===== config.mk =====
export PLATFORM = sky130hd
export DESIGN_NAME = gray_code_unit
export DESIGN_NICKNAME = d
export VERILOG_FILES = /design/src/rtl/gray_pkg.sv /design/src/rtl/gray_conv_pipe.sv /design/src/rtl/gray_code_unit.sv
export SDC_FILE = /design/constraint.sdc
export NUM_CORES = 1
export LEC_CHECK = 0
export ABC_CLOCK_PERIOD_IN_PS = 1400
export CORE_MARGIN = 5
export CORE_UTILIZATION = 36
export DETAILED_ROUTE_END_ITERATION = 10
export PLACE_DENSITY_LB_ADDON = 0.2
export SKIP_CTS_REPAIR_TIMING = 1
export SYNTH_ARGS = -nofsm -noshare
export SYNTH_HDL_FRONTEND = slang
export SYNTH_HIERARCHICAL = 1
export SYNTH_SLANG_ARGS = --single-unit

===== constraint.sdc =====
create_clock -name clk -period 1.4 [get_ports clk]
set_clock_uncertainty 0.05 [all_clocks]
set_input_delay 0.21 -clock clk [delete_from_list [all_inputs] [get_ports clk]]
set_output_delay 0.21 -clock clk [all_outputs]
set_load 0.05 [all_outputs]

===== src/rtl/gray_pkg.sv =====
// Shared Gray-code helpers and converter direction encodings.
// Functions work on a MAX_W-bit zero-extended value; callers size-cast the result back to their width.
package gray_pkg;

  localparam int MAX_W = 32;

  localparam logic CONV_B2G = 1'b0;
  localparam logic CONV_G2B = 1'b1;

  function automatic logic [MAX_W-1:0] bin2gray(input logic [MAX_W-1:0] b);
    return b ^ (b >> 1);
  endfunction

  // Zero upper bits do not disturb the MSB-first prefix XOR.
  function automatic logic [MAX_W-1:0] gray2bin(input logic [MAX_W-1:0] g);
    logic [MAX_W-1:0] r;
    r[MAX_W-1] = g[MAX_W-1];
    for (int i = MAX_W - 2; i >= 0; i--) begin
      r[i] = r[i+1] ^ g[i];
    end
    return r;
  endfunction

endpackage


===== src/rtl/gray_conv_pipe.sv =====
// Bidirectional bin<->Gray converter with a fixed STAGES-cycle latency.
// Conversion is done in the first stage; the remaining stages only delay the sample.
module gray_conv_pipe
  import gray_pkg::*;
#(
  parameter int WIDTH  = 4,
  parameter int STAGES = 2
) (
  input  logic             clk,
  input  logic             rst_n,
  input  logic             valid_in,
  input  logic             dir,
  input  logic [WIDTH-1:0] din,
  output logic             valid_out,
  output logic [WIDTH-1:0] dout
);

  logic [WIDTH-1:0] conv_p0;
  logic [WIDTH-1:0] data_p [STAGES];
  logic [STAGES-1:0] vld_p;

  always_comb begin
    if (dir == CONV_G2B) begin
      conv_p0 = WIDTH'(gray2bin(MAX_W'(din)));
    end else begin
      conv_p0 = WIDTH'(bin2gray(MAX_W'(din)));
    end
  end

  // Stage 1 captures the converted sample; later stages shift it along.
  // Data registers load only on valid, so the output holds across bubbles.
  always_ff @(posedge clk or negedge rst_n) begin
    if (!rst_n) begin
      vld_p <= '0;
      for (int s = 0; s < STAGES; s++) begin
        data_p[s] <= '0;
      end
    end else begin
      vld_p[0] <= valid_in;
      if (valid_in) begin
        data_p[0] <= conv_p0;
      end
      for (int s = 1; s < STAGES; s++) begin
        vld_p[s] <= vld_p[s-1];
        if (vld_p[s-1]) begin
          data_p[s] <= data_p[s-1];
        end
      end
    end
  end

  assign valid_out = vld_p[STAGES-1];
  assign dout      = data_p[STAGES-1];

endmodule


===== src/rtl/gray_code_unit.sv =====
// Up/down Gray-code counter with synchronous load, plus an independent
// pipelined bin<->Gray converter. The two sections share only clk and rst_n.
module gray_code_unit
  import gray_pkg::*;
#(
  parameter int WIDTH  = 4,
  parameter int STAGES = 2
) (
  input  logic             clk,
  input  logic             rst_n,
  input  logic             cnt_en,
  input  logic             cnt_dir,
  input  logic             load,
  input  logic [WIDTH-1:0] load_gray,
  output logic [WIDTH-1:0] gray_q,
  output logic [WIDTH-1:0] bin_q,
  output logic             wrap,
  input  logic             conv_valid_in,
  input  logic             conv_dir,
  input  logic [WIDTH-1:0] conv_in,
  output logic             conv_valid_out,
  output logic [WIDTH-1:0] conv_out
);

  logic [WIDTH-1:0] b_q;
  logic [WIDTH-1:0] b_nxt;
  logic [WIDTH-1:0] gray_r;
  logic             wrap_r;
  logic             wrap_nxt;

  // Binary is the real state; Gray is re-encoded from the next value so
  // both outputs change on the same edge.
  always_comb begin
    b_nxt    = b_q;
    wrap_nxt = 1'b0;
    if (load) begin
      b_nxt = WIDTH'(gray2bin(MAX_W'(load_gray)));
    end else if (cnt_en) begin
      if (cnt_dir == 1'b0) begin
        b_nxt    = b_q + WIDTH'(1);
        wrap_nxt = &b_q;
      end else begin
        b_nxt    = b_q - WIDTH'(1);
        wrap_nxt = (b_q == '0);
      end
    end
  end

  always_ff @(posedge clk or negedge rst_n) begin
    if (!rst_n) begin
      b_q    <= '0;
      gray_r <= '0;
      wrap_r <= 1'b0;
    end else begin
      b_q    <= b_nxt;
      gray_r <= WIDTH'(bin2gray(MAX_W'(b_nxt)));
      wrap_r <= wrap_nxt;
    end
  end

  assign gray_q = gray_r;
  assign bin_q  = b_q;
  assign wrap   = wrap_r;

  gray_conv_pipe #(
    .WIDTH  (WIDTH),
    .STAGES (STAGES)
  ) u_conv (
    .clk       (clk),
    .rst_n     (rst_n),
    .valid_in  (conv_valid_in),
    .dir       (conv_dir),
    .din       (conv_in),
    .valid_out (conv_valid_out),
    .dout      (conv_out)
  );

endmodule

# Yosys cells after proc, flatten, opt, wreduce, memory -nomap -nowiden
# Index checks and enable logic that the tools add are counted.
[op_classes] n_addsub=2 n_reduce_logical=2 n_bitwise=8 muxes=7
[ops] operator="two-way mux 4 bit" count=4
[ops] operator="bitwise XOR 4 x 3 -> 4 bit" count=2
[ops] operator="bitwise XOR 1 bit" count=6
[ops] operator="adder 4 x 1 -> 4 bit, second input constant" count=1
[ops] operator="logical NOT 4 bit" count=1
[ops] operator="AND reduction 4 bit" count=1
[ops] operator="subtractor 4 x 1 -> 4 bit, second input constant" count=1
[ops] operator="two-way mux 1 bit" count=3
[totals] regBits=19 out_inout_bits=14 input_bits=15 elab_cells=25

# Logic depth before layout (Yosys ltp)
[depth] depth_word=5 depth_mapped=5

# Modules after synthesis
# The synthesis kept the hierarchy.
[modules_own_cells] mod="gray_code_unit" instances=1 cells_per_inst=53 seq_area_each_um2=200.2 area_each_um2=531.8
[modules_own_cells] mod="gray_conv_pipe" instances=1 cells_per_inst=33 seq_area_each_um2=250.2 area_each_um2=429.2

# Worst setup path before layout
# Ideal clock, no wire load.
[synth_path] kind="register -> register" from="reg b_q[1] (netlist: bin_q[1])" to="reg gray_r[2] (netlist: gray_q[2])" n_path_buf=0 t_arrival_ps=1754 stages_incl_launch_ff=6 path_slack_ps=-484 required_time_ps=1271 synth_period_minus_slack_ps=1884 cell_sequence="dfrtp_1 ha_1 a21o_2 a221o_1 nand3_2 xor2_1"
[synth_between] elab_chain_cells=5 word_cells_on_any_way=6
[synth_lines] element="from (decl)" line="gray_code_unit.sv:25" source="logic [WIDTH-1:0] b_q;"
[synth_lines] element="from (signal assigned)" line="gray_code_unit.sv:55" source="b_q <= b_nxt;"
[synth_lines] element="adder 4 x 1 -> 4 bit / subtractor 4 x 1 -> 4 bit (equally long branches)" line="gray_code_unit.sv:40, gray_code_unit.sv:43"
[synth_lines] element="two-way mux 4 bit *" line="gray_code_unit.sv:39" source="if (cnt_dir == 1'b0) begin"
[synth_lines] element="two-way mux 4 bit *" line="gray_code_unit.sv:38" source="end else if (cnt_en) begin"
[synth_lines] element="two-way mux 4 bit *" line="gray_code_unit.sv:36" source="if (load) begin"
[synth_lines] element="via b_nxt[3]" line="gray_code_unit.sv:26" source="logic [WIDTH-1:0] b_nxt;"
[synth_lines] element="bitwise XOR 4 x 3 -> 4 bit *" line="gray_pkg.sv:11" source="return b ^ (b >> 1);"
[synth_lines] element="to (signal assigned)" line="gray_code_unit.sv:56" source="gray_r <= WIDTH'(bin2gray(MAX_W'(b_nxt)));"
[synth_lines] element="to (decl)" line="gray_code_unit.sv:27" source="logic [WIDTH-1:0] gray_r;"
# The timed path passes the listed nets; every way through them passes the cells marked *.
# A chain may end at the register's enable or synchronous reset.

# Worst setup path in the final report
[layout_path] from="reg b_q[1] (netlist: bin_q[1])" to="reg gray_r[0] (netlist: gray_q[0])"
[layout_between] elab_chain_cells=5 word_cells_on_any_way=6
[layout_lines] element="adder 4 x 1 -> 4 bit / subtractor 4 x 1 -> 4 bit (equally long branches)" line="gray_code_unit.sv:40, gray_code_unit.sv:43"
[layout_lines] element="two-way mux 4 bit" line="gray_code_unit.sv:39"
[layout_lines] element="two-way mux 4 bit *" line="gray_code_unit.sv:38"
[layout_lines] element="two-way mux 4 bit *" line="gray_code_unit.sv:36"
[layout_lines] element="bitwise XOR 4 x 3 -> 4 bit *" line="gray_pkg.sv:11"
# Mark *: on every way between the ends. The rest lies on a longest branch, timed or not.

==> flow_summary_export.csv <==
group,metric,value,unit
global_routing,grtUsageMet1,14.1,%
final_layout,multi_input_area,502,µm²
clock_tree,clock-sinks,18,
global_routing,grt-busiest-layer,"met2",
sta,final_hold_viol_count,0,
power,leakagePower,0.000694,µW
min_path,hold_class,"input port to async pin",
clock_tree,cts.htree.levels,1,
clock_tree,cts-root-buf,"clkbuf_4",
global_routing,grt_max_degree,19,
global_routing,grt_pass1_wl,3440,µm
sta,worst_slack,-163,ps
global_routing,use_met3,2.31,%
setup_path,path_max_fanout,3,
final_layout,fill_cells,199,
sta,tightest_slew,356,ps
global_routing,use_met2,21.8,%
floorplanning,rows,18,
final_layout,layout-drive-gt1-share,44.4,%
final_layout,layout.area.seq,455,µm²
power,switching_share,37.4,%
floorplanning,initial_core_util,38.1,%
setup_path,cp_data_arrival_time,1690,ps
routing,drt_first_pass_iters,2,
routing,dr_total_vias,782,
logic_synthesis,synth.avg_cell_area,11.2,µm²
clock_tree,cts_buffers,3,
power,clock_power_share,13.8,%
global_routing,grt_pass1_vias,794,
logic_synthesis,async_flop_share,100,%
placement,gp_congestion,0.868,
sta,min_period_over_period,112,%
sta,slew_headroom,76.2,%
setup_path,criticalPathCategory,"flop to flop",
floorplanning,die_w,61.7,µm
logic_synthesis,synthFlopType,"dfrtp_1",
clock_tree,clock_latency,280,ps
routing,vias_per_cell,5.01,
clock_tree,clkTransAtPathRegs,100,ps
routing,routed_wl,2070,µm
floorplanning,die-area,0.00380,mm²
routing,post_drt_wl_per_cell,13.3,µm
power,p_total,2240,µW
flow_run,maxCapViolCount,0,
logic_synthesis,synth_edf_count,0,
final_layout,fin_nets,145,
power,comb_power_share,54.0,%
power,p_sw,837,µW
logic_synthesis,synth.yosys.seq_area_share,46.9,%
logic_synthesis,synthesis.nets,104,
global_routing,antenna_found_initial,0,
clock_tree,clockBufferDepth,2,
setup_path,crit_path_start_kind,"flop",
power,power_density,1400,mW/mm²
placement,post-dp-hpwl,1710,µm
sta,slew_violations,0,
logic_synthesis,yosysUniqueCellTypes,33,
floorplanning,die-height,61.7,µm
clock_tree,cts_tree,"built",
sta,setup_viol,3,
power,p_seq_share,32.2,%
setup_path,end_kind,"flop",
global_routing,overflow,0,
logic_synthesis,ys_ff_latch,18,
routing,drt_iter0_markers,4,
status,run_status,"complete, but fails checks",
sta,post-route-min-period,1560,ps
status,violations,"setup timing",
floorplanning,coreArea,0.00252,mm²
logic_synthesis,ys_warn_count,6,
floorplanning,ioPinCount,29,
final_layout,finalNonFillerCells,156,
placement,io_buffers,28,
global_routing,track_usage,12.5,%
power,peakVddDrop,0.938,mV
final_layout,area_growth,66.1,%
routing,drtAntennaViolNets,0,
setup_path,crit_required,1530,ps
logic_synthesis,synthCells,86,
sta,clock.fmax,0.640,GHz
sta,rsz0062_at_grt,"true",
final_layout,antennaDiodeCount,0,
power,p_int,1400,µW
placement,dp.cells,151,
logic_synthesis,synthesis.area,961,µm²
routing,drc,0,
sequential cells by signal (all words and copies together), names as in the netlist:
register       count
u_conv/data_p      4
bin_q              4
wrap               1
gray_q             3
u_conv/dout        4
u_conv/vld_p       2
placed cells by master (no fill, tap or decap), types with 2 or more instances in the layout:
cell             instances
dfrtp_1                 14
buf_12                  14
buf_4                   14
clkdlybuf4s50_1         13
xor2_1                   8
mux2_2                   6
nand2_1                  4
inv_1                    4
dfrtp_2                  4
xnor2_1                  3
nor2_1                   3
a21oi_1                  3
clkbuf_4                 3
a21oi_2                  2
nand3_1                  2
nor3_1                   2
ha_4                     2
buf_6                    2
stage by stage:
step | instance area [µm²] | utilization (%) | setup TNS [ps] | hold WS (ps) | setup slack, ps
after floorplan | 986 | - | -1150 | -136 | -280
after global routing | 1600 | 63.3 | -731 | 213 | -219
after CTS | 1540 | 61.0 | -1400 | 194 | -345
final | 1600 | 63.3 | -434 | 190 | -163
after detailed placement | 1500 | 59.6 | -3710 | 430 | -652
after global placement | 1500 | 59.6 | -3240 | 425 | -581
synthesized netlist by cell type (all sizes together), types with 2 or more instances:
cell	n	area share, %
ha	2	2.6
mux2	6	7.0
xor2	9	8.2
a21oi	5	2.6
xnor2	3	2.7
inv	4	1.6
nand2	4	1.6
o21ai	2	1.0
nor2	3	1.2
dfrtp	18	47
nand3	3	2.1
buf	7	5.2
nor3	2	1.0
layer usage:
metal / wire, µm / share of wire, % / up-vias
li1: - / - / 379
met1: 798 / 39 / 382
met2: 1180 / 57 / 19
met3: 78 / 3.8 / 2
met4: 19 / 0.92 / 0
met5: 0 / 0 / -
path summary, 6_finish.rpt:
| check | startpoint | to | slack [ps] | cells past startpoint |
|---|---|---|---|---|
| max | bin_q[1]$_DFF_PN0_ | gray_q[0]$_DFF_PN0_ | -160 | 5 |
| min reg2reg | u_conv/data_p[4]$_DFFE_PN0P_ | u_conv/data_p[4]$_DFFE_PN0P_ | 440 | 2 |
| min | rst_n | u_conv/dout[0]$_DFFE_PN0P_ | 190 | 2 |
| min in group clk | u_conv/data_p[4]$_DFFE_PN0P_ | u_conv/data_p[4]$_DFFE_PN0P_ | 440 | 2 |
| max in group asynchronous | rst_n | bin_q[0]$_DFF_PN0_ | 900 | 2 |
| max reg2reg | bin_q[1]$_DFF_PN0_ | gray_q[0]$_DFF_PN0_ | -160 | 5 |
worst max-delay path, cell delays in order (launching register included):
cell     delay, ps
dfrtp_2        460
fa_2           550
inv_1           50
a21oi_2        120
xor2_1         150
o21ai_1         70
power groups by stage:
stage	registers (µW)	logic [µW]	clock network [µW]
global placement	726	1150	0
global route	735	1270	345
floorplan	903	416	0
CTS	721	1170	323
detailed placement	728	1170	0
finish	720	1210	308
cell type report:
class	count	area share, %
well taps	30	2.35
repair buffers	44	34.5
flip-flops and latches	18	28.5
clock buffers	4	2.27
multi-input cells	56	31.4
inverters	4	0.940
cells by family (layout without fill, tap and decap cells):
logic type	after synthesis	after routing	synth area share, %
and+or+nand+nor	19	19	11.9
DFF	18	18	46.9
AOI/OAI and AO/OA	15	15	10.4
xor gates and xnor gates	12	12	10.9
buffers and inverters	12	52	7.16
muxes	7	7	8.07
adders and majority gates	3	3	4.69
Note: power is estimated with default switching activity, not from simulation.
